File: config.mk
export PLATFORM = sky130hd
export DESIGN_NAME = dsp_mul_unsigned_reg
export DESIGN_NICKNAME = d
export VERILOG_FILES = /design/src/rtl/dsp_mul_unsigned_reg.sv
export SDC_FILE = /design/constraint.sdc
export NUM_CORES = 1
export LEC_CHECK = 0
export BUFFER_PORTS_ARGS = -buffer_cell sky130_fd_sc_hd__buf_2
export CAP_MARGIN = 20
export CORE_AREA = 2 2 280 282
export CTS_CLUSTER_DIAMETER = 200
export DETAILED_ROUTE_END_ITERATION = 8
export DIE_AREA = 0 0 282 284
export SYNTH_ARGS = -nofsm -noshare
export SYNTH_HDL_FRONTEND = slang
export SYNTH_SLANG_ARGS = --single-unit
File: constraint.sdc
create_clock -name clk -period 48.3 [get_ports clk]
set_input_delay 7.245 -clock clk [delete_from_list [all_inputs] [get_ports clk]]
set_output_delay 7.245 -clock clk [all_outputs]
set_load 0.01 [all_outputs]
File: src/rtl/dsp_mul_unsigned_reg.sv
// Two-stage unsigned 20x18 multiplier clocked on the falling edge of clk.
// Stage p0 registers the operands, stage p1 registers the full 38-bit
// product. The product is formed as a shift-and-add partial-product array,
// which is bit-identical to the behavioral unsigned '*' at this width.
module dsp_mul_unsigned_reg (
  input  logic        clk,
  input  logic        reset,
  input  logic [19:0] A,
  input  logic [17:0] B,
  output logic [37:0] P
);

  localparam int A_W = 20;
  localparam int B_W = 18;
  localparam int P_W = A_W + B_W;

  logic [A_W-1:0] r_a_p0;
  logic [B_W-1:0] r_b_p0;
  logic [P_W-1:0] w_prod;
  logic [P_W-1:0] r_p_p1;

  // Unsigned partial-product sum: one shifted copy of a per set bit of b.
  // The accumulator is sized to the full product so nothing is truncated.
  function automatic logic [P_W-1:0] full_product(
    input logic [A_W-1:0] a,
    input logic [B_W-1:0] b
  );
    logic [P_W-1:0] acc;
    logic [P_W-1:0] a_ext;
    acc   = '0;
    a_ext = {{B_W{1'b0}}, a};
    for (int i = 0; i < B_W; i++) begin
      if (b[i]) begin
        acc = acc + (a_ext << i);
      end
    end
    return acc;
  endfunction

  // ---- stage p0: operand capture on the falling edge ----
  // Operands are cleared by reset so nothing in flight survives it.
  always_ff @(negedge clk or negedge reset) begin
    if (!reset) begin
      r_a_p0 <= '0;
      r_b_p0 <= '0;
    end else begin
      r_a_p0 <= A;
      r_b_p0 <= B;
    end
  end

  // ---- combinational product between the register stages ----
  always_comb begin
    w_prod = full_product(r_a_p0, r_b_p0);
  end

  // ---- stage p1: product register, the only driver of P ----
  always_ff @(negedge clk or negedge reset) begin
    if (!reset) begin
      r_p_p1 <= '0;
    end else begin
      r_p_p1 <= w_prod;
    end
  end

  assign P = r_p_p1;

endmodule

==> impl_metrics.py <==
metrics = {
    "status": {
        "status": "finished clean",
    },
    "critical_path": {
        "path_max_fanout": 1,
        "critical_path_arrival_ps": 25080,
        "end_kind": "output pin",
        "cpPeakStageDelay_ps": 400,
        "start_kind": "register",
        "r2r-start": "r_a_p0[1]",
        "crit_type": "reg2out",
        "cp_top_family": "flip-flops",
        "cp.required_ps": 41060,
        "path_cells": "buf_2",
        "startpoint": "P[5]",
        "crit_buf_inv": 1,
        "slowest_stage": "dfrtn_1",
    },
    "logic_synthesis": {
        "synth_edf_count": 0,
        "synth_top_area_share_pct": 18.60,
        "async_reset_ff_share_pct": 100.0,
        "yosysSeqAreaShare_pct": 8.314,
        "synth_warnings": 0,
        "avgSynthCellArea_um2": 7.255,
        "synth_seq_cells": 76,
        "yosys-top-cells-area": "ha_1 (19%), dfrtn_1 (8.3%), a21oi_1 (6.2%)",
        "netlist-cell-type-count": 98,
        "netlist_area_um2": 22870,
        "synth_fp_nets": 3550,
        "ys.flop_type": "dfrtn_1",
        "syn_inst": 3153,
        "synth.largest_area_cell": "ha_1",
    },
    "placement": {
        "dp_cells": 4221,
        "pre_cts_slack_ps": 15820,
        "dp_hpwl_mm": 60.36,
        "placed_area_um2": 24530,
        "io_buffers": 77,
        "gp_congestion": 0.9358,
    },
    "die": {
        "die_area_um2": 80090,
        "die_h_um": 284,
        "fp.coreArea_um2": 76960,
        "io_pins": 78,
        "fp.dieW_um": 282,
        "start_util_pct": 29.72,
        "rows": 102,
    },
    "global_route": {
        "antenna_found_initial": 2,
        "grt_max_degree": 54,
        "grtUsageTotal_pct": 19.38,
        "grt_pass1_vias": 21930,
        "grt_overflow": 0,
        "grt_pass1_wl_mm": 122.3,
    },
    "drt": {
        "drt-total-wl_mm": 78.96,
        "first_pass_iters": 5,
        "drtIter0Drc": 1755,
        "routedWlPerCell_um": 18.63,
        "viasPerCell": 5.597,
        "vias": 23720,
        "postRouteAntennaNets": 0,
        "drcViolationCount": 0,
    },
    "cells_and_area": {
        "final_cells": 4238,
        "seq_area_um2": 1902,
        "final_common_cell": "ha_1",
        "fin_area_um2": 24830,
        "final_layout_size_suffix_gt1_share_pct": 8.070,
        "area_growth_pct": 8.544,
        "multi_input_area_um2": 20030,
        "nFillCells": 8254,
        "final_cell_mix": "ha_1 (340), nor2_1 (329), a21oi_1 (285)",
        "fin_nets": 3589,
    },
    "cts": {
        "numClockSinks": 76,
        "cts_buffers": 9,
        "post_cts_buffers": 0,
        "cts_repair_resize_count": 0,
        "cts_max_level": 3,
        "cts_tree": "yes",
        "path_clk_slew_ps": 60,
        "cts-root-buf": "clkbuf_16",
        "clk_latency_ps": 410,
        "cts_buffer_depth": 2,
        "ctsHoldBuffers": 0,
    },
    "min_path": {
        "min_from": "r_b_p0[0]",
        "holdCritPathClass": "reg2reg",
    },
    "timing": {
        "setup-tns-final_ps": 0,
        "slew_headroom_pct": 33.91,
        "report.final.setup_viol": 0,
        "timing_worst_slew_pin_value_ps": 986.8,
        "slew_viol_final": 0,
        "hold_viol": 0,
        "worst_slack_ps": 15980,
        "finalClockSkew_ps": 20.07,
        "rsz0062_at_grt": "false",
    },
    "flow_run": {
        "cap_violations": 0,
    },
}
==> cell type report <==
cell class                 count  area share, %
antenna                        1        0.01008
inverter                     159          2.404
timing repair buffer         119          2.832
tap                         1040          5.241
clock buffer                   9         0.9071
multi-input combinational   2827          80.67
sequential                    76          7.660
clock inverter                 7         0.2772
==> metal layers <==
metal / wire, um / GRT usage, % / part of all wire, %
met5: 13 / 0 / 0.016
met1: 37290 / 26.37 / 47
met3: 3545 / 2.264 / 4.5
met4: 1864 / 5.479 / 2.4
met2: 36250 / 31.97 / 46
==> through the flow <==
step	hold WS (ps)	util (%)
final	786.2	32.26
after global routing	846.2	32.26
after CTS	781.0	32.26
after detailed placement	778.7	31.88
after global placement	802.9	31.88
after floorplan	563.4	-
==> cell families (layout without fill, tap and decap cells) <==
family,Yosys count,count (layout),share of synthesized area [%]
AO/OA/AOI/OAI,1151,1151,33.81
XOR/XNOR,231,231,8.845
adder cells (fa/ha/maj),357,357,20.09
buffers and inverters,250,294,4.130
flip-flops,76,76,8.314
multiplexers,98,98,4.660
other,0,1,0
AND/OR/NAND/NOR,990,990,20.16
==> cell usage after synthesis, types with 14 or more instances <==
master,n
a21o_1,86
o31ai_1,27
nor2_1,329
a211oi_1,41
nand2_1,282
nor3_1,63
clkbuf_1,74
and2_1,41
a211o_1,21
o211ai_1,23
fa_1,17
mux2_2,68
o21ai_0,228
and3_1,34
o22ai_1,14
xor2_1,82
nand3_1,47
o21a_1,92
a21oi_1,285
mux2i_1,30
xnor2_1,149
o21bai_1,29
a221oi_1,15
o31a_1,15
dfrtn_1,76
or3_1,31
a31oi_1,48
nand2b_1,45
nor2b_1,47
inv_1,154
a21boi_0,21
o221ai_1,14
ha_1,340
==> state kept, by name, summed over array words and instances, names as in the netlist <==
register and flops:
P 38, r_a_p0 20, r_b_p0 18
==> worst paths after layout <==
check                                 end  slack (ps)  cells after the start
worst max-delay path                 P[5]       15980                      1
worst min-delay path                 P[0]         790                      2
worst max register to register      P[35]       18480                    123
worst min register to register       P[0]         790                      2
max in group asynchronous       r_a_p0[7]       16410                      2
min in group asynchronous           P[11]       30790                      1
Power is left out: the tool's default activity adds up to more than one toggle a clock period on the data nets, which glitch-free logic cannot reach.
